--- src/rtl/demux_seq_n.sv ---
// rtl/demux_seq_n.sv - registered enable demux with direct, auto-scan and broadcast modes
module demux_seq_n #(
  parameter int N_OUT = 16,
  parameter int SEL_W = 4
) (
  input  logic             clk,
  input  logic             rst_n,
  input  logic [1:0]       mode,
  input  logic [SEL_W-1:0] select,
  input  logic             en_in,
  input  logic             start,
  input  logic             clear,
  output logic [N_OUT-1:0] en_out,
  output logic [SEL_W-1:0] cur_idx,
  output logic             busy,
  output logic             done,
  output logic             sel_err
);

  typedef enum logic {S_IDLE = 1'b0, S_SCAN = 1'b1} state_t;

  localparam logic [1:0]       MODE_DIRECT = 2'b00;
  localparam logic [1:0]       MODE_SCAN   = 2'b01;
  localparam logic [1:0]       MODE_BCAST  = 2'b10;
  localparam logic [SEL_W-1:0] LAST_IDX    = SEL_W'(N_OUT - 1);
  // One extra bit so N_OUT == 2**SEL_W still compares correctly.
  localparam logic [SEL_W:0]   N_OUT_EXT   = (SEL_W + 1)'(N_OUT);

  state_t             r_state;
  logic [SEL_W-1:0]   r_idx;
  logic [N_OUT-1:0]   r_en_out;
  logic [SEL_W-1:0]   r_cur_idx;
  logic               r_busy;
  logic               r_done;
  logic               r_sel_err;

  logic               w_sel_ok;
  logic [N_OUT-1:0]   w_sel_onehot;
  logic [N_OUT-1:0]   w_idx_onehot;

  assign w_sel_ok     = ({1'b0, select} < N_OUT_EXT);
  assign w_sel_onehot = N_OUT'(1) << select;
  assign w_idx_onehot = N_OUT'(1) << r_idx;

  // Mode decode and scan FSM; every output is taken straight from a register.
  always_ff @(posedge clk or negedge rst_n) begin
    if (!rst_n) begin
      r_state   <= S_IDLE;
      r_idx     <= '0;
      r_en_out  <= '0;
      r_cur_idx <= '0;
      r_busy    <= 1'b0;
      r_done    <= 1'b0;
      r_sel_err <= 1'b0;
    end else begin
      r_done    <= 1'b0;
      r_sel_err <= 1'b0;
      if (clear) begin
        // Abort: cur_idx is deliberately kept so software can see how far it got.
        r_state  <= S_IDLE;
        r_idx    <= '0;
        r_en_out <= '0;
        r_busy   <= 1'b0;
      end else if (r_state == S_SCAN) begin
        // busy stays high through the done cycle and drops on the next one.
        r_busy <= 1'b1;
        if (en_in) begin
          r_en_out  <= w_idx_onehot;
          r_cur_idx <= r_idx;
          if (r_idx == LAST_IDX) begin
            r_done  <= 1'b1;
            r_state <= S_IDLE;
            r_idx   <= '0;
          end else begin
            r_idx <= r_idx + SEL_W'(1);
          end
        end else begin
          r_en_out <= '0;
        end
      end else begin
        r_busy   <= 1'b0;
        r_en_out <= '0;
        r_idx    <= '0;
        case (mode)
          MODE_DIRECT: begin
            if (en_in) begin
              if (w_sel_ok) begin
                r_en_out  <= w_sel_onehot;
                r_cur_idx <= select;
              end else begin
                r_sel_err <= 1'b1;
              end
            end
          end
          MODE_SCAN: begin
            // en_in in the start cycle is not a scan strobe.
            if (start) begin
              r_state <= S_SCAN;
              r_busy  <= 1'b1;
            end
          end
          MODE_BCAST: r_en_out <= {N_OUT{en_in}};
          default:    r_en_out <= '0;
        endcase
      end
    end
  end

  assign en_out  = r_en_out;
  assign cur_idx = r_cur_idx;
  assign busy    = r_busy;
  assign done    = r_done;
  assign sel_err = r_sel_err;

endmodule
--- config.mk ---
export PLATFORM = sky130hd
export DESIGN_NAME = demux_seq_n
export DESIGN_NICKNAME = d
export VERILOG_FILES = /design/src/rtl/demux_seq_n.sv
export SDC_FILE = /design/constraint.sdc
export NUM_CORES = 1
export LEC_CHECK = 0
export ABC_AREA = 1
export CAP_MARGIN = 20
export CORE_MARGIN = 4
export CORE_UTILIZATION = 41
export CTS_CLUSTER_SIZE = 28
export DETAILED_ROUTE_END_ITERATION = 12
export PLACE_DENSITY = 0.66
export SLEW_MARGIN = 20
export SYNTH_ARGS = -nofsm -noshare
export SYNTH_HDL_FRONTEND = slang
export SYNTH_SLANG_ARGS = --single-unit
--- constraint.sdc ---
create_clock -name clk -period 1.43 [get_ports clk]
set_input_delay 0.286 -clock clk [delete_from_list [all_inputs] [get_ports clk]]
set_output_delay 0.286 -clock clk [all_outputs]
set_load 0.01 [all_outputs]
# Word-level counts from Yosys, hierarchy flattened

Cells that the tools add are included.

Multiplexer cells: 25
Bitwise operators: 1
$lt $le $gt $ge: 0
Divide/modulo/power cells: 0
Add/subtract/negate cells: 1
Equality and inequality tests: 6
Reductions and logical operators: 3
Shift operators: 2
$mul: 0

Operators with widths:

| cell                                                                | number |
|---|---|
| 16-bit 2-to-1 mux                                                   | 4 |
| 4-bit 2-to-1 mux                                                    | 8 |
| 16-bit case mux with 2 select lines                                 | 1 |
| 1-bit by 4-bit << shifter with 16-bit output (first input constant) | 2 |
| 1-bit 2-to-1 mux                                                    | 12 |
| 4-bit by 1-bit adder with 4-bit output (second input constant)      | 1 |
| 4-bit == test (second input constant)                               | 1 |
| 2-bit inequality test (second input constant)                       | 2 |
| 4-bit AND reduction                                                 | 1 |
| 3-bit inequality test (second input constant)                       | 1 |
| 2-bit by 1-bit == test with 1-bit output (second input constant)    | 1 |
| 2-bit == test (second input constant)                               | 1 |
| 2-bit logical NOT                                                   | 1 |
| 2-bit nonzero test                                                  | 1 |
| 1-bit NOT                                                           | 1 |

Memory bits (writable): 0
Output and inout bits: 23
Input port bits: 11
Word-level logic and storage cells: 44
Bits in read-only memories: 0
Flip-flop bits (word level): 27
Latch bits: 0
Memories kept: 0

# Depth between registers and ports, before layout

Gate-level depths: netlist of the first run.

Word-level depth: 5
Gate-level depth with buffers: 7
Mapped depth without buffers: 6

# Worst setup path before layout of the first run

Ideal clock, no wire load.

Kind: register to register
Start point: register r_idx[0]
End point: register r_en_out[15] (netlist: en_out[15])
Cell stages (with the launch flop): 5
Data required time: 1307 ps
Path slack: 269 ps
Clock period less this slack: 1161 ps
Data arrival time: 1038 ps
Path through: dfrtp_1 -> ha_1 -> ha_1 -> a31oi_1 -> a21oi_1

Word-level cells in the longest chain between the ends: 4

Ends and longest elaborated chain:

| element                                      | line | source |
|---|---|---|
| from (decl)                                  | 30   | `logic [SEL_W-1:0] r_idx;` |
| from (signal assigned)                       | 75   | `r_idx <= r_idx + SEL_W'(1);` |
| 1-bit by 4-bit << shifter with 16-bit output | 43   | `assign w_idx_onehot = N_OUT'(1) << r_idx;` |
| 16-bit 2-to-1 mux                            | 67   | `if (en_in) begin` |
| 16-bit 2-to-1 mux                            | 64   | `end else if (r_state == S_SCAN) begin` |
| 16-bit 2-to-1 mux                            | 58   | `if (clear) begin` |
| to (signal assigned)                         | 68   | `r_en_out <= w_idx_onehot;` |
| to (signal assigned)                         | 88   | `r_en_out <= w_sel_onehot;` |
| to (signal assigned)                         | 102  | `MODE_BCAST: r_en_out <= {N_OUT{en_in}};` |
| to (decl)                                    | 31   | `logic [N_OUT-1:0] r_en_out;` |

Every way passes these cells.
A chain may end at the register's enable or synchronous reset.

# Worst setup path in the final report of the first run

Same ends and word-level chain as after synthesis.

==> results.json, run 1 <==
{
  "crit_type": "reg -> reg",
  "htreeDepth": 1,
  "core_um2": 3442,
  "reg2reg_from": "r_idx[0]$_DFFE_PN0P_",
  "ir_drop_mv": 0.4036,
  "pwr-share-comb_pct": 20.0,
  "drc": 0,
  "hold_viol_final": 0,
  "grt_pass1_wl_um": 5906,
  "grt_overflow": 0,
  "syn2layout_area_growth_pct": 33.22,
  "yosys-top-cells-count": "nand2_1, nand3_1, dfrtp_1",
  "drive_gt1_share_pct": 12.93,
  "ant_nets": 0,
  "synth_edf_count": 0,
  "required_ns": 1.59,
  "placementRows": 21,
  "rsz0062_at_grt": "no",
  "syn_area_per_cell_um2": 7.973,
  "clockRootBuffer": "clkbuf_8",
  "yosys.area.top_type_share_pct": 45.08,
  "worst-path-max-fanout": 7,
  "status": "completed",
  "critPathBufInv": 0,
  "synth_nets": 205,
  "clock_sinks": 27,
  "final.period_utilization_pct": 95.27,
  "synth-seq-cells": 27,
  "fillers": 310,
  "dp_hpwl_um": 2788,
  "hold_path_class": "in -> async",
  "p_per_area_nw_per_um2": 794.0,
  "viasPerCell": 5.104,
  "drt-total-wl_um": 3592,
  "clkPwrFrac_pct": 27.5,
  "grt_pass1_vias": 1299,
  "cp.arrival_ns": 1.53,
  "wl_per_cell_um": 12.92,
  "gp_routability_congestion": 0.9029,
  "cp_cell_sequence": "ha_1 -> ha_1 -> a31oi_1 -> a21oi_1",
  "yosysUniqueCellTypes": 26,
  "setup_viol": 0,
  "clockBufferDepth": 2,
  "fmax_mhz": 734.0,
  "synth_top_cell_by_area": "dfrtp_1",
  "cpMaxStageDelayCell": "dfrtp_1",
  "num_vias": 1419,
  "start_util_pct": 43.55,
  "synth_most_common_cell": "nand2_1",
  "die_x_um": 68.47,
  "cp_slowest_stage_delay_ns": 0.46,
  "first_iter_violations": 115,
  "switching_power_uw": 436.6,
  "fin_crit_ns": 1.362,
  "grt_usage_pct": 17.06,
  "drv_slew": 0,
  "numPortBuffers": 32,
  "synth_ff_type": "dfrtp_1",
  "switching_share_pct": 27.54,
  "dieArea_um2": 4687,
  "power.leakage_nw": 1.119,
  "die_y_um": 68.47,
  "synth_area_leaders": "dfrtp_1, nand2_1, nand3_1",
  "insertion_delay_ns": 0.28,
  "fin_nets": 250,
  "num_antenna_cells": 0,
  "clk_pin_slew_worst_paths_ns": 0.09,
  "ys_seq_area_share_pct": 45.08,
  "io-pin-count": 34,
  "clock_skew_ns": 0.001905,
  "syn_area_um2": 1499,
  "final-instance-count-excl-fill": 278,
  "crit_path_start_kind": "register",
  "path_delay_family": "adder cells",
  "syn_inst": 188,
  "antenna_found_initial": 0,
  "drv_cap": 0,
  "yosysWarnings": 0,
  "async_reset_ff_share_pct": 100.0,
  "placedCellCount": 274,
  "crit_top_cell": "ha_1",
  "seqPwrFrac_pct": 52.4,
  "drt_pass1_iterations": 4,
  "internal_power_mw": 1.149,
  "final_core_util_pct": 58.02,
  "end_kind": "register",
  "numCtsBuffers": 3,
  "grt_max_degree": 28,
  "tritoncts": "built",
  "cp-startpoint": "r_idx[0]$_DFFE_PN0P_"
}
## area by class of cell
type,count,area [um^2],area share (%)
tap,46,57.56,2.882
inverter,17,63.81,3.195
timing repair buffer,48,451.7,22.62
clock buffer,3,41.29,2.068
sequential,27,676.9,33.90
multi-input combinational,136,700.7,35.09
clock inverter,1,5.005,0.2506
## cells in the final DEF (no fill, tap or decap), types with 4 or more instances in the layout
master,synthesis,final
a21oi_1,5,5
a31oi_1,4,4
buf_4,2,15
clkdlybuf4s50_1,0,10
dfrtp_1,27,26
dlygate4sd2_1,0,15
dlymetal6s2s_1,0,7
ha_1,6,6
inv_1,14,14
nand2_1,47,47
nand3_1,28,28
nand4_1,4,4
nor2_1,8,8
o21ai_0,20,20
o21ai_1,4,4
## sequential cells by signal, indices dropped and copies added (netlist names)
signal   cells
r_idx        4
r_state      1
done         1
busy         1
cur_idx      4
en_out      16
## cells by family (layout without fill, tap and decap cells)
| family | count (synthesis) | after routing | share of synthesized area (%) |
|---|---|---|---|
| simple gates | 95 | 95 | 29.72 |
| buf+inv | 25 | 69 | 8.180 |
| flops | 27 | 27 | 45.08 |
| fa+ha+maj | 6 | 6 | 5.008 |
| other cells | 1 | 1 | 0.2502 |
| compound gates | 34 | 34 | 11.77 |
## power groups by stage
| stage | Sequential (mW) | Clock, mW | Combinational (mW) |
|---|---|---|---|
| after CTS | 0.832 | 0.452 | 0.322 |
| after detailed placement | 0.849 | 0 | 0.347 |
| after global routing | 0.838 | 0.491 | 0.353 |
| after floorplan | 0.867 | 0 | 0.131 |
| final | 0.831 | 0.437 | 0.318 |
| after global placement | 0.846 | 0 | 0.345 |
## worst paths after layout
path                                          end  slack, ns  depth (start not counted)
max                          en_out[15]$_DFF_PN0_       0.07                          4
min in group clk           cur_idx[0]$_DFFE_PN0P_       0.51                          2
min reg2reg                cur_idx[0]$_DFFE_PN0P_       0.51                          2
min                          en_out[10]$_DFF_PN0_       0.38                          2
max reg2reg                  en_out[15]$_DFF_PN0_       0.07                          4
max in group asynchronous       r_state$_DFF_PN0_       0.78                          2
## per-layer routing
metal  track usage [%]  wire, um  up-vias
met5                 0         0        -
met4             7.692        93        0
met3             2.791       174        9
met2             27.77      1672       43
met1             22.01      1651      658
li1                  -         -      709
## stage by stage
stage / area, um^2 / hold WS, ns / total power [mW] / setup TNS (ns) / worst slack, ns
after CTS: 1978 / 0.3943 / 1.606 / 0 / 0.002561
after global routing: 1997 / 0.4070 / 1.682 / 0 / 0.004025
final: 1997 / 0.3801 / 1.586 / 0 / 0.06766
after global placement: 1951 / 0.4958 / 1.191 / -0.7784 / -0.08648
after detailed placement: 1951 / 0.5062 / 1.196 / -1.297 / -0.1171
after floorplan: 1499 / -0.009591 / 0.9978 / 0 / 0.2688
## timing repair
action                     4_1_cts  5_1_grt
resized for setup               15        8
buffers inserted                 0        0
setup endpoints to repair       15       12
hold buffers                     0        0
Power figures use the tool's default switching activity.
==> run 2: changes to the inputs <==
--- a/config.mk
+++ b/config.mk
@@ -8,10 +8,11 @@
 export ABC_AREA = 1
 export CAP_MARGIN = 20
 export CORE_MARGIN = 4
-export CORE_UTILIZATION = 41
+export CORE_UTILIZATION = 44
+export CTS_CLUSTER_DIAMETER = 120
 export CTS_CLUSTER_SIZE = 28
 export DETAILED_ROUTE_END_ITERATION = 12
-export PLACE_DENSITY = 0.66
+export PLACE_DENSITY = 0.7
 export SLEW_MARGIN = 20
 export SYNTH_ARGS = -nofsm -noshare
 export SYNTH_HDL_FRONTEND = slang
==> run 2 against run 1 <==
- wire length increased by 5.2%
- critical endpoint is now r_idx[3]$_DFFE_PN0P_
- die area is 6.0% lower
- total power shrank 6.1%
- sequential cell count stayed put
- worst hold slack got worse by 0.075 ns
- clock power decreased by 20%
- non-clock buffer count fell by 4
- highest routed layer unchanged
- first-iteration DRC count shrank 30%
==> results.json, run 2 (synthesis gave the netlist of run 1 again) <==
{
  "num_vias": 1436,
  "start_util_pct": 47.54,
  "setup_viol": 0,
  "status": "completed",
  "crit_path_start_kind": "register",
  "setup_slack_ns": 0.08986,
  "clockRootBuffer": "clkbuf_4",
  "dp_hpwl_um": 2857,
  "grt_pass1_vias": 1321,
  "drc": 0,
  "die_x_um": 66.37,
  "fillers": 316,
  "cp_cell_sequence": "ha_1 -> nand3_1 -> nand3_1 -> nor2_1 -> nand2_1 -> o21ai_0",
  "most-common-layout-cells": "nand2_1, nand3_1, dfrtp_1",
  "ir_drop_mv": 0.4396,
  "num_antenna_cells": 0,
  "insertion_delay_ns": 0.33,
  "drt_pass1_iterations": 5,
  "placed_area_um2": 1918,
  "tritoncts": "built",
  "required_ns": 1.69,
  "cp_slowest_stage_delay_ns": 0.49,
  "drv_cap": 0,
  "fmax_mhz": 746.2,
  "crit_top_cell": "nand3_1",
  "layout_commonest_cell": "nand2_1",
  "end_kind": "register",
  "gp_routability_congestion": 0.9401,
  "rrSetupSlack_ns": 0.09,
  "grt_usage_pct": 18.44,
  "fin_nets": 246,
  "grt_overflow": 0,
  "rsz0062_at_grt": "no",
  "die_y_um": 66.37,
  "clockBufferDepth": 2,
  "clock_sinks": 27,
  "drv_slew": 0,
  "ant_nets": 0,
  "syn2layout_area_growth_pct": 28.21,
  "core_um2": 3153,
  "placementRows": 20,
  "reg2regPathDepth": 6,
  "antenna_found_initial": 0,
  "io-pin-count": 34,
  "grt_pass1_wl_um": 6258,
  "clk_pin_slew_worst_paths_ns": 0.16,
  "dieArea_um2": 4404,
  "p_per_area_nw_per_um2": 775.0,
  "cts_setup_buffers": 0,
  "final.period_utilization_pct": 93.72,
  "worst-path-max-fanout": 7,
  "drive_gt1_share_pct": 11.40,
  "first_iter_violations": 80,
  "fin_crit_ns": 1.340,
  "clock_skew_ns": 0.003130,
  "hold_path_class": "in -> async",
  "cp.arrival_ns": 1.60,
  "grt_max_degree": 28,
  "fin_area_um2": 1922,
  "htreeDepth": 1,
  "hold_viol_final": 0,
  "pre_cts_slack_ns": -0.1494,
  "numCtsBuffers": 3,
  "hold_ws_ns": 0.3052,
  "cpMaxStageDelayCell": "dfrtp_2",
  "fin_tns_setup_ns": 0,
  "drt-total-wl_um": 3777,
  "r2r_end": "r_idx[3]$_DFFE_PN0P_",
  "crit_type": "reg -> reg",
  "reg2reg_from": "r_idx[0]$_DFFE_PN0P_",
  "final_core_util_pct": 60.95,
  "largest_reg_flops": 16,
  "numPortBuffers": 32,
  "wl_per_cell_um": 13.89,
  "power.leakage_nw": 0.9974,
  "viasPerCell": 5.279
}
==> run 2: changes by cell type in the layout (fill, tap and decap cells not counted), sizes merged <==
| cell | delta |
|---|---|
| buf | -4 |
| clkinv | -1 |
| dlymetal6s2s | -7 |
| clkinvlp | +1 |
| dlygate4sd2 | +7 |
==> run 2: timing repair <==
action,CTS,global route
resized for setup,22,1
hold buffers,0,0
pin swaps,0,0
cloned,0,0
endpoints found under the setup margin,22,2
==> run 2: critical path, delay by kind of cell (launching register included) <==
family,cells,cell delay (ns)
fa+ha+maj,1,0.26
simple gates,4,0.48
compound gates,1,0.06
flops,1,0.49
==> run 2: how the worst max path moves through the flow <==
stage | from | to | cells after the start
after floorplan | r_idx[0]$_DFFE_PN0P_ | en_out[15]$_DFF_PN0_ | 4
after global placement | clear | cur_idx[0]$_DFFE_PN0P_ | 6
after detailed placement | clear | cur_idx[0]$_DFFE_PN0P_ | 6
after CTS | r_idx[0]$_DFFE_PN0P_ | r_idx[3]$_DFFE_PN0P_ | 6
after global routing | r_idx[0]$_DFFE_PN0P_ | r_idx[3]$_DFFE_PN0P_ | 6
final | r_idx[0]$_DFFE_PN0P_ | r_idx[3]$_DFFE_PN0P_ | 6
==> run 2: cell type report <==
type	instances	area [um^2]	share of cell area, %
Clock buffer	3	22.52	1.172
Clock inverter	1	7.507	0.3906
Inverter	17	63.81	3.320
Multi-Input combinational cell	136	700.7	36.46
Sequential cell	27	676.9	35.22
Tap cell	44	55.05	2.865
Timing Repair Buffer	44	395.4	20.57
==> run 2: report_power, final <==
group          leakage (nW)  internal, mW  switching (mW)
logic                 0.619         0.134           0.177
clock network        0.0139         0.107           0.242
registers             0.364         0.809          0.0207
total                 0.997          1.05           0.440
==> run 2: through the flow <==
step,power [mW],cells
floorplan,0.9978,188
global placement,1.179,268
detailed placement,1.190,268
finish,1.489,272
CTS,1.493,272
global route,1.574,272
==> run 2: routing by layer <==
metal | wire length, um | vias up | part of all wire, % | track usage [%]
met4 | 21 | 0 | 0.56 | 5.584
met3 | 162 | 2 | 4.3 | 3.231
li1 | - | 703 | - | -
met1 | 1629 | 697 | 43 | 22.51
met5 | 0 | - | 0 | 0
met2 | 1964 | 34 | 52 | 32.71
==> run 3: changes to the inputs <==
--- a/config.mk
+++ b/config.mk
@@ -9,6 +9,7 @@
 export CAP_MARGIN = 20
 export CORE_MARGIN = 4
 export CORE_UTILIZATION = 44
+export CTS_BUF_LIST = sky130_fd_sc_hd__clkbuf_16
 export CTS_CLUSTER_DIAMETER = 120
 export CTS_CLUSTER_SIZE = 28
 export DETAILED_ROUTE_END_ITERATION = 12
==> run 3 against run 2 <==
- sequential share of layout area is 1.8 points lower
- non-clock buffer count unchanged
- clock-buffer cell count unchanged
- worst hold slack gained 0.092 ns
- critical path type is now reg -> out
==> results.json, run 3 (synthesis gave the netlist of run 1 again) <==
{
  "path_delay_family": "buffers and inverters",
  "rrSetupSlack_ns": 0.10,
  "antenna_found_initial": 0,
  "gp_routability_congestion": 0.9401,
  "first_iter_violations": 115,
  "htreeDepth": 1,
  "num_antenna_cells": 0,
  "final.period_utilization_pct": 97.59,
  "insertion_delay_ns": 0.26,
  "largest_reg_flops": 16,
  "critPathBufInv": 1,
  "crit_path_start_kind": "register",
  "hold_viol_final": 0,
  "dp_hpwl_um": 2857,
  "placementRows": 20,
  "reg2regPathDepth": 6,
  "fin_tns_setup_ns": 0,
  "grt_overflow": 0,
  "reg2reg_from": "r_idx[0]$_DFFE_PN0P_",
  "numCtsBuffers": 3,
  "clk_pin_slew_worst_paths_ns": 0.07,
  "ir_drop_mv": 0.4294,
  "end_kind": "primary output",
  "num_vias": 1441,
  "clockBufferDepth": 2,
  "cp.arrival_ns": 1.11,
  "p_total_mw": 1.796,
  "dieArea_um2": 4404,
  "hold_path_class": "in -> async",
  "rsz0062_at_grt": "no",
  "clock_skew_ns": 0.004530,
  "clockRootBuffer": "clkbuf_16",
  "drv_slew": 0,
  "clock_sinks": 27,
  "required_ns": 1.14,
  "tritoncts": "built",
  "most-common-layout-cells": "nand2_1, nand3_1, dfrtp_1",
  "cp_cell_sequence": "clkdlybuf4s50_1",
  "drc": 0,
  "grt_pass1_wl_um": 6168,
  "start_util_pct": 47.54,
  "cpMaxStageDelayCell": "clkdlybuf4s50_1",
  "status": "completed",
  "layout_commonest_cell": "nand2_1",
  "worst-path-max-fanout": 1,
  "grt_pass1_vias": 1330,
  "viasPerCell": 5.298,
  "ant_nets": 0,
  "grt_max_degree": 28,
  "hold_ws_ns": 0.3968,
  "setup_viol": 0,
  "grt_usage_pct": 18.09,
  "drt-total-wl_um": 3800,
  "wl_per_cell_um": 13.97,
  "numPortBuffers": 32,
  "power.leakage_nw": 1.163,
  "cts_setup_buffers": 0,
  "r2r_end": "r_idx[3]$_DFFE_PN0P_",
  "syn2layout_area_growth_pct": 35.31,
  "fin_crit_ns": 1.395,
  "fmax_mhz": 716.6,
  "drt_pass1_iterations": 4,
  "io-pin-count": 34,
  "cp_slowest_stage_delay_ns": 0.53,
  "die_x_um": 66.37,
  "p_per_area_nw_per_um2": 885.7,
  "drive_gt1_share_pct": 11.40,
  "drv_cap": 0,
  "crit_type": "reg -> out",
  "die_y_um": 66.37,
  "fin_nets": 246,
  "core_um2": 3153
}
run 3: changes by cell type in the layout (fill, tap and decap cells not counted), sizes merged:
cell	change
clkdlybuf4s50	+4
dlymetal6s2s	+13
dlygate4sd2	-17
run 3: area by class of cell:
cell class                 count  area [um^2]
timing repair buffer          44        449.2
sequential                    27        676.9
clock buffer                   3        75.07
multi-input combinational    136        700.7
inverter                      17        63.81
fill                         292         1125
tap                           44        55.05
clock inverter                 1        7.507
run 3: routing by layer:
| metal | GRT usage, % | vias up | wire [um] |
|---|---|---|---|
| met5 | 0 | - | 0 |
| li1 | - | 701 | - |
| met1 | 22.00 | 694 | 1633 |
| met2 | 32.84 | 40 | 1938 |
| met4 | 4.822 | 0 | 31 |
| met3 | 2.721 | 6 | 196 |
run 3: metrics by stage:
| step | setup slack (ns) | instance area (um^2) | util (%) | instances |
|---|---|---|---|---|
| 2_1_floorplan | 0.2688 | 1499 | - | 188 |
| 6_report | 0.03451 | 2028 | 64.33 | 272 |
| 3_5_place_dp | -0.1494 | 1918 | 60.83 | 268 |
| 4_1_cts | 0.01947 | 1994 | 63.25 | 272 |
| 5_1_grt | 0.003642 | 2028 | 64.33 | 272 |
| 3_3_place_gp | -0.09997 | 1918 | 60.83 | 268 |
run 3: power by group:
part | switching (mW) | internal, mW
registers | 0.0210 | 0.809
logic | 0.177 | 0.143
clock network | 0.266 | 0.380
run 3: worst max path at each step:
| stage | startpoint | to | slack [ns] | cells after the start |
|---|---|---|---|---|
| 2_1_floorplan | r_idx[0]$_DFFE_PN0P_ | en_out[15]$_DFF_PN0_ | 0.27 | 4 |
| 3_3_place_gp | clear | cur_idx[0]$_DFFE_PN0P_ | -0.1 | 6 |
| 3_5_place_dp | clear | cur_idx[0]$_DFFE_PN0P_ | -0.15 | 6 |
| 4_1_cts | en_out[5]$_DFF_PN0_ | en_out[5] | 0.02 | 1 |
| 5_1_grt | en_out[2]$_DFF_PN0_ | en_out[2] | 0.004 | 1 |
| 6_report | en_out[1]$_DFF_PN0_ | en_out[1] | 0.03 | 1 |
run 3: what timing repair did:
action                                 4_1_cts  5_1_grt
gates resized for setup                      5       14
hold buffers                                 0        0
setup endpoints to repair                    5       14
endpoints found under the hold margin        0        0
